[src/rtl/debounce_sync.sv]
// debounce_sync: two-flop synchronizer followed by a four-state debounce FSM.
// A new input level is accepted only after it has been seen on the
// synchronized input for DEBOUNCE_CYCLES consecutive clocks. The debounced
// level and the one-cycle edge strobes all come straight from flip-flops.
module debounce_sync #(
  parameter int DEBOUNCE_CYCLES = 4,
  parameter int CNT_W           = 16
) (
  input  logic clk,
  input  logic rst_n,
  input  logic btn_in,
  output logic d_out,
  output logic rise_pulse,
  output logic fall_pulse
);

  localparam logic [1:0] STABLE_LOW  = 2'd0;
  localparam logic [1:0] WAIT_HIGH   = 2'd1;
  localparam logic [1:0] STABLE_HIGH = 2'd2;
  localparam logic [1:0] WAIT_LOW    = 2'd3;

  // Last count value before acceptance, and the increment step, sized to the counter.
  localparam logic [CNT_W-1:0] CNT_LAST = CNT_W'(DEBOUNCE_CYCLES - 1);
  localparam logic [CNT_W-1:0] CNT_ZERO = CNT_W'(0);
  localparam logic [CNT_W-1:0] CNT_ONE  = CNT_W'(1);

  logic             s1;
  logic             s2;
  logic [1:0]       state;
  logic [1:0]       state_nxt;
  logic [CNT_W-1:0] cnt;
  logic [CNT_W-1:0] cnt_nxt;
  logic             d_nxt;
  logic             rise_nxt;
  logic             fall_nxt;

  // Two-stage synchronizer: nothing downstream ever looks at btn_in directly.
  always_ff @(posedge clk or negedge rst_n) begin
    if (!rst_n) begin
      s1 <= 1'b0;
      s2 <= 1'b0;
    end else begin
      s1 <= btn_in;
      s2 <= s1;
    end
  end

  // Next-state logic: count consecutive cycles of the opposite level, accept at CNT_LAST.
  always_comb begin
    state_nxt = state;
    cnt_nxt   = cnt;
    d_nxt     = d_out;
    rise_nxt  = 1'b0;
    fall_nxt  = 1'b0;
    case (state)
      STABLE_LOW: begin
        d_nxt = 1'b0;
        if (s2) begin
          state_nxt = WAIT_HIGH;
          cnt_nxt   = CNT_ONE;
        end else begin
          cnt_nxt   = CNT_ZERO;
        end
      end
      WAIT_HIGH: begin
        d_nxt = 1'b0;
        if (!s2) begin
          // Glitch ended before acceptance: drop the partial count.
          state_nxt = STABLE_LOW;
          cnt_nxt   = CNT_ZERO;
        end else if (cnt == CNT_LAST) begin
          state_nxt = STABLE_HIGH;
          cnt_nxt   = CNT_ZERO;
          d_nxt     = 1'b1;
          rise_nxt  = 1'b1;
        end else begin
          cnt_nxt   = cnt + CNT_ONE;
        end
      end
      STABLE_HIGH: begin
        d_nxt = 1'b1;
        if (!s2) begin
          state_nxt = WAIT_LOW;
          cnt_nxt   = CNT_ONE;
        end else begin
          cnt_nxt   = CNT_ZERO;
        end
      end
      WAIT_LOW: begin
        d_nxt = 1'b1;
        if (s2) begin
          state_nxt = STABLE_HIGH;
          cnt_nxt   = CNT_ZERO;
        end else if (cnt == CNT_LAST) begin
          state_nxt = STABLE_LOW;
          cnt_nxt   = CNT_ZERO;
          d_nxt     = 1'b0;
          fall_nxt  = 1'b1;
        end else begin
          cnt_nxt   = cnt + CNT_ONE;
        end
      end
      default: begin
        // Any corrupted encoding falls back to a quiet low state.
        state_nxt = STABLE_LOW;
        cnt_nxt   = CNT_ZERO;
        d_nxt     = 1'b0;
      end
    endcase
  end

  // State, counter and registered outputs; reset forces everything low at once.
  always_ff @(posedge clk or negedge rst_n) begin
    if (!rst_n) begin
      state      <= STABLE_LOW;
      cnt        <= CNT_ZERO;
      d_out      <= 1'b0;
      rise_pulse <= 1'b0;
      fall_pulse <= 1'b0;
    end else begin
      state      <= state_nxt;
      cnt        <= cnt_nxt;
      d_out      <= d_nxt;
      rise_pulse <= rise_nxt;
      fall_pulse <= fall_nxt;
    end
  end

endmodule

[config.mk]
export PLATFORM = sky130hd
export DESIGN_NAME = debounce_sync
export DESIGN_NICKNAME = d
export VERILOG_FILES = /design/src/rtl/debounce_sync.sv
export SDC_FILE = /design/constraint.sdc
export NUM_CORES = 1
export LEC_CHECK = 0
export ABC_AREA = 0
export BUFFER_PORTS_ARGS = -buffer_cell sky130_fd_sc_hd__buf_4
export CAP_MARGIN = 30
export CORE_MARGIN = 2
export CORE_UTILIZATION = 50
export CTS_BUF_LIST = sky130_fd_sc_hd__clkbuf_8
export DETAILED_ROUTE_END_ITERATION = 7
export PLACE_DENSITY = 0.67
export RECOVER_POWER = 50
export SYNTH_ARGS = -nofsm -noshare
export SYNTH_HDL_FRONTEND = slang
export SYNTH_SLANG_ARGS = --single-unit
[constraint.sdc]
create_clock -name clk -period 2.3 [get_ports clk]
set_clock_uncertainty 0.1 [all_clocks]
set_input_delay 0.115 -clock clk [delete_from_list [all_inputs] [get_ports clk]]
set_output_delay 0.115 -clock clk [all_outputs]
set_load 0.05 [all_outputs]
==> results.py, run 1 <==
metrics = {
    "outcome": {
        "status": "finished clean",
    },
    "cells_and_area": {
        "drive_above_1_share_pct": 14.7,
        "nFillCells": 188,
        "layout.nets": 114,
        "fin_cells": 136,
        "syn2layout_area_growth_pct": 12.8,
        "fin_area_um2": 1180,
        "diodes": 0,
        "utilization_pct": 59.9,
    },
    "logic_synthesis": {
        "synth.yosys.warnings": 0,
        "async_reset_ff_share_pct": 100,
        "yosysUniqueCellTypes": 27,
        "synth.most_common_cell": "dfrtp_1",
        "synth.cells.most_frequent": "23 x dfrtp_1, 15 x nor2_1, 10 x xnor2_1",
        "ys.flop_type": "dfrtp_1",
        "synthTopCellsByArea": "dfrtp_1 55%, xnor2_1 8.4%, nor2_1 5.4%",
        "synth_top_family_by_area": "simple AND/OR/NAND/NOR gates",
        "synth_top_area_cell": "dfrtp_1",
        "synth_compound_area_share_pct": 3.00,
        "synth_top_area_share_pct": 55.2,
        "synthAdderAreaFrac_pct": 1.20,
        "syn_inst": 99,
        "synthMuxAreaShare_pct": 2.16,
        "yosysSeqAreaShare_pct": 55.2,
        "ys_seq_elements": 23,
        "syn-cell-area_um2": 1040,
        "synth_xor_area_share_pct": 10.9,
        "synth_edf_count": 0,
        "avgSynthCellArea_um2": 10.5,
        "synth_fp_nets": 103,
        "synthSimpleGateAreaFrac_pct": 24.2,
    },
    "detailed_routing": {
        "drc": 0,
        "wl_per_cell_um": 12.8,
        "dr.pass1.iters": 4,
        "drt-total-wl_um": 1740,
        "via_per_inst": 5.12,
        "drtAntennaViolNets": 0,
        "first_iter_violations": 10,
        "vias": 696,
    },
    "critical_path": {
        "crit_fanout": 6,
        "critPathKind": "register to register",
        "cp_slowest_cell": "or4b_1",
        "cp.required_ns": 2.38,
        "path_cells": "nand4_2 -> or3_4 -> or4b_1 -> a21oi_1",
        "path_delay_family": "simple AND/OR/NAND/NOR gates",
        "arrival_ns": 2.00,
        "startpoint_type": "register",
        "critPathMaxStageDelay_ns": 0.51,
        "critical_path.endpoint_type": "register",
        "critPathBufInv": 0,
        "ff2ff_setup_slack_ns": 0.38,
    },
    "clock_network": {
        "numCtsBuffers": 3,
        "cts_tree": "done",
        "post_cts_resized": 0,
        "clock-sinks": 23,
        "htree_levels": 1,
        "clk_latency_ns": 0.26,
        "cts.path.max_buffers": 2,
        "clk_pin_slew_worst_paths_ns": 0.08,
        "post_cts.repair.setup_buffers": 0,
        "root_buffer": "clkbuf_8",
    },
    "sta": {
        "fmaxAchievable_ghz": 0.521,
        "tns_ns": 0,
        "setup_viol": 0,
        "rsz0062_at_grt": "no",
        "tightest_slew_ns": 1.19,
        "fin_crit_sh_pct": 83.5,
        "slew_violations": 0,
        "fin_crit_ns": 1.92,
        "hold_viol": 0,
        "relSlewSlack_pct": 20.8,
        "hold_slack_ns": 0.251,
    },
    "placed_design": {
        "gp_congestion": 0.795,
        "placed_cells": 130,
        "placed_cell_area_um2": 1110,
        "numPortBuffers": 5,
        "hpwlAfterDp_um": 1240,
    },
    "floorplan": {
        "start_util_pct": 53.1,
        "core_area_um2": 1960,
        "pin_count": 6,
        "dieArea_um2": 2470,
        "core.rowCount": 16,
        "chipWidth_um": 49.7,
        "die_h_um": 49.7,
    },
    "power_and_ir_drop": {
        "power_leakage_nw": 0.477,
        "power.density_nw_per_um2": 812,
        "vdd_drop_max_v": 0.000583,
    },
    "worst_hold_path": {
        "hp-class": "register to register",
    },
    "global_route": {
        "grt_antenna_before_repair": 0,
        "grt_use_total_pct": 16.8,
        "grt_pass1_vias": 702,
        "grt_start_max_net_pins": 24,
        "grt_pass1_wl_um": 3080,
        "gr-total-overflow": 0,
    },
    "run": {
        "drv_cap": 0,
    },
}
cells in the final DEF, fill, tap and decap left out, types with 3 or more instances in the layout:
| master | netlist | final |
|---|---|---|
| nor2_1 | 15 | 15 |
| nor3_1 | 5 | 5 |
| dfrtp_1 | 23 | 23 |
| nand3_1 | 6 | 6 |
| inv_1 | 7 | 7 |
| xor2_1 | 3 | 3 |
| nor4_1 | 4 | 4 |
| buf_4 | 0 | 5 |
| xnor2_1 | 10 | 10 |
| clkbuf_8 | 0 | 3 |
what timing repair did:
item	4_1_cts	5_1_grt
setup endpoints to repair	0	0
hold buffers	2	0
endpoints found under the hold margin	24	0
flip-flops by register name, summed over array words and instances, names as in the netlist, named ones only:
signal      cells
s2              1
fall_pulse      1
cnt            16
s1              1
state           1
d_out           1
rise_pulse      1
worst paths after layout:
kind | startpoint | end | cells after the start
max in group asynchronous | rst_n | cnt[12] | 2
min reg2reg | s1 | s2 | 0
max reg2reg | cnt[7] | cnt[15] | 4
min | s1 | s2 | 0
min in group asynchronous | rst_n | state[0] | 2
max | cnt[7] | cnt[15] | 4
final cells by class:
cell class,instances,area [µm²],area share (%)
clock inverters,1,5.00,0.426
inverters,7,26.3,2.23
flip-flops and latches,23,576,48.9
well taps,27,33.8,2.87
clock buffers,3,41.3,3.51
multi-input cells,67,433,36.8
repair buffers,8,61.3,5.21
report_power, final:
part | leakage [nW] | internal [mW] | switching [mW] | total (mW)
clock | 0.0255 | 0.121 | 0.121 | 0.242
combinational | 0.142 | 0.0863 | 0.135 | 0.221
sequential | 0.310 | 0.452 | 0.0400 | 0.492
total | 0.477 | 0.659 | 0.296 | 0.956
worst reg2reg max path: stages, from the launching register on:
cell     delay (ns)
dfrtp_1        0.48
nand4_2        0.16
or3_4          0.41
or4b_1         0.51
a21oi_1        0.18
metrics by stage:
stage               setup slack (ns)  power (mW)
global route                   0.193        1.03
floorplan                      0.470       0.648
detailed placement             0.373       0.722
global placement               0.446       0.713
CTS                            0.364       0.970
finish                         0.379       0.956
per-layer routing:
metal  wire [µm]  up-vias  track usage, %
li1            -      354               -
met1         816      328            21.1
met2         844        9            26.7
met3          34        5            2.73
met4          43        0            11.1
met5           0        -               0
cell families (layout without fill, tap and decap cells):
kind of cell | after synthesis | after routing
flip-flops | 23 | 23
AND/OR/NAND/NOR | 46 | 46
AO/OA/AOI/OAI | 5 | 5
buffers and inverters | 9 | 19
adder cells (fa/ha/maj) | 1 | 1
multiplexers | 2 | 2
XOR/XNOR | 13 | 13
Note: power is estimated with default switching activity, not from simulation.
==> inputs of run 2 (changes only) <==
- ABC_AREA: 0 -> 1
- PLACE_DENSITY: 0.67 -> 0.7
- clock period: 2.3 -> 1.7 ns (I/O delays scaled with it)
==> run 2 against run 1 <==
  * Combinational power rose by 59%
  * First-iteration DRC count rose by 80%
  * Non-clock buffer count rose by 1
  * Critical endpoint is now cnt[12]
  * Register-to-register slack got worse by 0.21 ns
  * Hold slack got worse by 0.013 ns
  * Highest routed layer unchanged
  * Flip-flop and latch count did not move
  * Power rose by 40%
==> results.py, run 2 <==
metrics = {
    "detailed_routing": {
        "vias": 902,
        "wl_per_cell_um": 10.7,
        "first_iter_violations": 18,
        "drc": 0,
        "drtAntennaViolNets": 0,
        "via_per_inst": 4.98,
        "drt-total-wl_um": 1930,
        "dr.pass1.iters": 4,
    },
    "sta": {
        "rsz0062_at_grt": "no",
        "setup_slack_ns": 0.170,
        "slew_violations": 0,
        "relSlewSlack_pct": 62.9,
        "setup_viol": 0,
        "hold_viol": 0,
        "fin_crit_sh_pct": 90.0,
        "fmaxAchievable_ghz": 0.653,
        "fin_crit_ns": 1.53,
        "tns_ns": 0,
        "tightest_slew_ns": 0.557,
    },
    "cells_and_area": {
        "largest-register": "cnt",
        "largest_reg_flops": 16,
        "final_cell_mix": "36 x nand2_1, 29 x nor2_1, 23 x dfrtp_1",
        "syn2layout_area_growth_pct": 12.7,
        "layout.nets": 158,
        "drive_above_1_share_pct": 12.4,
        "nFillCells": 194,
        "multiInputGateArea_um2": 519,
        "final_common_cell": "nand2_1",
        "diodes": 0,
        "regArea_um2": 576,
    },
    "clock_network": {
        "clock-sinks": 23,
        "clk_pin_slew_worst_paths_ns": 0.08,
        "cts.path.max_buffers": 2,
        "numCtsBuffers": 3,
        "clk_latency_ns": 0.26,
        "root_buffer": "clkbuf_8",
        "cts_tree": "done",
        "htree_levels": 1,
    },
    "critical_path": {
        "cp_slowest_cell": "dfrtp_1",
        "startpoint_type": "register",
        "path_cells": "ha_1 -> inv_1 -> nor2_1 -> nand2_1 -> nor2_4 -> nand2_1 -> nand3_1 -> buf_4 -> nor2_1",
        "critPathMaxStageDelay_ns": 0.37,
        "crit_fanout": 8,
        "cp.required_ns": 1.75,
        "critPathKind": "register to register",
        "critical_path.endpoint_type": "register",
        "path_delay_family": "simple AND/OR/NAND/NOR gates",
        "arrival_ns": 1.58,
        "critPathBufInv": 2,
    },
    "power_and_ir_drop": {
        "power.density_nw_per_um2": 1040,
        "power_leakage_nw": 0.577,
        "vdd_drop_max_v": 0.000864,
    },
    "floorplan": {
        "pin_count": 6,
        "start_util_pct": 52.3,
        "core_area_um2": 2190,
        "die_h_um": 51.9,
        "chipWidth_um": 51.9,
        "dieArea_um2": 2690,
        "core.rowCount": 17,
    },
    "logic_synthesis": {
        "synth.yosys.warnings": 0,
        "synth_edf_count": 0,
        "avgSynthCellArea_um2": 8.13,
        "synth_top_area_cell": "dfrtp_1",
        "syn_inst": 141,
        "async_reset_ff_share_pct": 100,
        "synth.most_common_cell": "nand2_1",
        "synth_top_area_share_pct": 50.2,
        "ys_seq_elements": 23,
        "synth.cells.most_frequent": "36 x nand2_1, 29 x nor2_1, 23 x dfrtp_1",
        "yosysUniqueCellTypes": 21,
        "yosysSeqAreaShare_pct": 50.2,
        "synthTopCellsByArea": "dfrtp_1 50%, nand2_1 12%, nor2_1 9.5%",
        "syn-cell-area_um2": 1150,
        "ys.flop_type": "dfrtp_1",
        "synth_fp_nets": 145,
    },
    "placed_design": {
        "hpwlAfterDp_um": 1450,
        "gp_congestion": 0.808,
        "numPortBuffers": 5,
        "dpl_worst_slack_ns": 0.156,
    },
    "global_route": {
        "grt_pass1_wl_um": 3660,
        "grt_antenna_before_repair": 0,
        "grt_pass1_vias": 889,
        "grt_start_max_net_pins": 24,
        "gr-total-overflow": 0,
        "grt_use_total_pct": 18.3,
    },
    "run": {
        "drv_cap": 0,
    },
    "outcome": {
        "status": "finished clean",
    },
    "worst_hold_path": {
        "hp-class": "input port to asynchronous set/reset pin",
    },
}
[run 2: cell type report]
cell class | instances | area share, %
Sequential cell | 23 | 44.6
Clock inverter | 1 | 0.388
Timing Repair Buffer | 9 | 5.43
Inverter | 12 | 3.49
Tap cell | 28 | 2.71
Clock buffer | 3 | 3.20
Multi-Input combinational cell | 105 | 40.2
[run 2: worst register-to-register path, delay by kind of cell (launching register included)]
family,cells,cell delay [ns]
simple gates,6,0.53
flops,1,0.37
buf+inv,2,0.22
fa+ha+maj,1,0.21
[run 2: worst paths after layout]
| kind | slack, ns | start | depth (start not counted) | to |
|---|---|---|---|---|
| worst max-delay path | 0.17 | cnt[0] | 9 | cnt[12] |
| worst min-delay path | 0.24 | rst_n | 2 | cnt[3] |
| worst max register to register | 0.17 | cnt[0] | 9 | cnt[12] |
| worst min register to register | 0.26 | s1 | 0 | s2 |
| max in group asynchronous | 0.89 | rst_n | 2 | cnt[13] |
| min in group clk | 0.26 | s1 | 0 | s2 |
[run 2: kinds of logic after synthesis]
kind of cell             count (synthesis)  synth area share (%)
flip-flops                              23                  50.2
XOR/XNOR                                 6                  4.59
buffers and inverters                   13                  4.91
AND/OR/NAND/NOR                         90                  34.6
adder cells (fa/ha/maj)                  1                  1.09
AO/OA/AOI/OAI                            8                  4.59
[run 2: per-stage QoR]
step | hold slack (ns) | std cells | cell area [µm²] | power (mW) | util [%]
floorplan | -0.311 | 141 | 1150 | 0.921 | -
global placement | -0.109 | 175 | 1220 | 1.01 | 55.8
detailed placement | -0.104 | 175 | 1220 | 1.02 | 55.8
CTS | 0.157 | 181 | 1290 | 1.35 | 58.8
global route | 0.274 | 181 | 1290 | 1.43 | 58.9
finish | 0.238 | 181 | 1290 | 1.34 | 58.9
[run 2: routing by layer]
| layer | vias to the layer above | global-route usage, % | share of wire, % |
|---|---|---|---|
| li1 | 471 | - | - |
| met1 | 404 | 24.1 | 49 |
| met2 | 23 | 30.8 | 46 |
| met3 | 4 | 3.45 | 3.9 |
| met4 | 0 | 5.26 | 1.3 |
| met5 | - | 0 | 0 |
[run 2: what timing repair did]
item / in CTS / in global routing
hold buffers: 2 / 0
endpoints found under the setup margin: 0 / 1
resized for setup: 0 / 1
endpoints found under the hold margin: 24 / 0
buffers inserted: 0 / 0
[run 2: where the power goes]
group | total (mW) | internal [mW] | leakage (nW) | switching [mW]
combinational | 0.352 | 0.128 | 0.241 | 0.224
clock | 0.332 | 0.163 | 0.0255 | 0.169
sequential | 0.657 | 0.609 | 0.310 | 0.0476
total | 1.34 | 0.900 | 0.577 | 0.441
==> inputs of run 3 (changes only) <==
- CORE_UTILIZATION: 50 -> 35
- PLACE_DENSITY: 0.7 -> unset
==> run 3 against run 2 <==
  * Count of clock-buffer cells in the layout stayed put
  * Die area grew 39%
  * Global-route usage fell by 3.3 points
  * Power is 0.60% lower
  * Clock power barely moved
  * Non-clock buffer count unchanged
  * Setup slack got worse by 0.0094 ns
  * Final cell count increased by 8.8%
  * Sequential share of layout area decreased by 0.64 points
  * Critical path type unchanged
==> results.py, run 3 (synthesized netlist as in run 2, its figures left out) <==
metrics = {
    "outcome": {
        "status": "finished clean",
    },
    "critical_path": {
        "crit_fanout": 11,
        "startpoint_type": "register",
        "critical_path.endpoint_type": "register",
        "critPathKind": "register to register",
        "reg2reg_depth": 9,
        "critPathMaxStageDelay_ns": 0.38,
        "cp_slowest_cell": "dfrtp_1",
        "cp.required_ns": 1.76,
        "path_cells": "ha_1 -> inv_1 -> nor2_1 -> nand2_1 -> nor2_4 -> nand2_1 -> nand3_1 -> buf_4 -> nor2_1",
        "arrival_ns": 1.60,
    },
    "cells_and_area": {
        "final_common_cell": "nand2_1",
        "largest-register": "cnt",
        "utilization_pct": 42.6,
        "diodes": 0,
        "largest_reg_flops": 16,
        "syn2layout_area_growth_pct": 14.3,
        "layout.nets": 158,
        "fin_area_um2": 1310,
        "drive_above_1_share_pct": 11.8,
        "final_cell_mix": "36 x nand2_1, 29 x nor2_1, 23 x dfrtp_1",
    },
    "sta": {
        "tns_ns": 0,
        "fin_crit_sh_pct": 90.6,
        "hold_viol": 0,
        "setup_viol": 0,
        "rsz0062_at_grt": "no",
        "slew_violations": 0,
        "tightest_slew_ns": 0.567,
        "fmaxAchievable_ghz": 0.649,
        "relSlewSlack_pct": 62.2,
        "fin_crit_ns": 1.54,
    },
    "power_and_ir_drop": {
        "vdd_drop_max_v": 0.000591,
        "p_comb_share_pct": 25.6,
        "total_power_mw": 1.33,
        "power_frac_clock_pct": 24.8,
        "power_leakage_nw": 0.579,
        "power.density_nw_per_um2": 1020,
        "seqPwrFrac_pct": 49.6,
        "p_sw_uw": 448,
        "p_int_uw": 884,
        "p_sw_share_pct": 33.6,
    },
    "floorplan": {
        "dieArea_um2": 3750,
        "core_area_um2": 3080,
        "pin_count": 6,
        "core.rowCount": 20,
        "die_h_um": 61.2,
        "start_util_pct": 37.2,
        "chipWidth_um": 61.2,
    },
    "placed_design": {
        "numPortBuffers": 5,
        "placed_cell_area_um2": 1240,
        "gp_congestion": 0.821,
        "hpwlAfterDp_um": 1590,
    },
    "global_route": {
        "grt_pass1_wl_um": 4080,
        "grt_use_total_pct": 15.0,
        "grt_antenna_before_repair": 0,
        "grt_start_max_net_pins": 24,
        "grt_pass1_vias": 925,
        "gr-total-overflow": 0,
    },
    "detailed_routing": {
        "first_iter_violations": 35,
        "wl_per_cell_um": 11.0,
        "dr.pass1.iters": 4,
        "drtAntennaViolNets": 0,
        "via_per_inst": 4.73,
        "vias": 931,
        "drt-total-wl_um": 2170,
        "drc": 0,
    },
    "clock_network": {
        "clock-sinks": 23,
        "clk_latency_ns": 0.27,
        "post_cts.repair.setup_buffers": 0,
        "cts.path.max_buffers": 2,
        "cts_tree": "done",
        "clk_pin_slew_worst_paths_ns": 0.08,
        "numCtsBuffers": 3,
        "htree_levels": 1,
        "root_buffer": "clkbuf_8",
    },
    "run": {
        "drv_cap": 0,
    },
    "worst_hold_path": {
        "hp-class": "input port to asynchronous set/reset pin",
    },
}
[run 3: cell count changes in the layout (fill, tap and decap cells not counted), sizes merged]
cell,delta
clkinv,-1
inv,+1
[run 3: power groups by stage]
stage / sequential [mW] / combinational, mW / clock, mW
floorplan: 0.706 / 0.215 / 0
global placement: 0.666 / 0.330 / 0
detailed placement: 0.673 / 0.343 / 0
CTS: 0.662 / 0.348 / 0.351
global route: 0.670 / 0.401 / 0.372
finish: 0.661 / 0.341 / 0.330
[run 3: critical path, delay by kind of cell (launching register included)]
family	cells	cell delay, ns
adders and majority gates	1	0.22
DFF	1	0.38
and+or+nand+nor	6	0.51
buffers and inverters	2	0.23
[run 3: what timing repair did]
action	in CTS	in global routing
hold endpoints to repair	24	0
hold buffers	2	0
endpoints found under the setup margin	0	5
resized for setup	0	1
[run 3: per-layer routing]
metal | part of all wire (%) | global-route usage (%) | up-vias
met2 | 48 | 25.7 | 22
li1 | - | - | 471
met3 | 4.3 | 2.52 | 5
met4 | 2.3 | 7.45 | 0
met1 | 45 | 18.2 | 433
met5 | 0 | 0 | -
[run 3: worst paths after layout]
kind	start	endpoint	slack, ns
worst min register to register	s1	s2	0.26
max in group asynchronous	rst_n	state[0]	0.88
worst max-delay path	cnt[0]	cnt[12]	0.16
worst max register to register	cnt[0]	cnt[12]	0.16
worst min-delay path	rst_n	cnt[14]	0.24
min in group clk	s1	s2	0.26
[run 3: final cells by class]
cell class / count / area [µm²]
Clock buffer: 3 / 41.3
Clock inverter: 1 / 3.75
Fill cell: 327 / 1770
Inverter: 12 / 45.0
Multi-Input combinational cell: 105 / 519
Sequential cell: 23 / 576
Tap cell: 44 / 55.1
Timing Repair Buffer: 9 / 70.1
[run 3: through the flow]
stage	setup WS [ns]	hold slack (ns)	instances
after detailed placement	0.118	-0.102	191
after CTS	0.117	0.140	197
after global routing	0.0334	0.275	197
after floorplan	0.280	-0.311	141
final	0.160	0.241	197
after global placement	0.204	-0.110	191
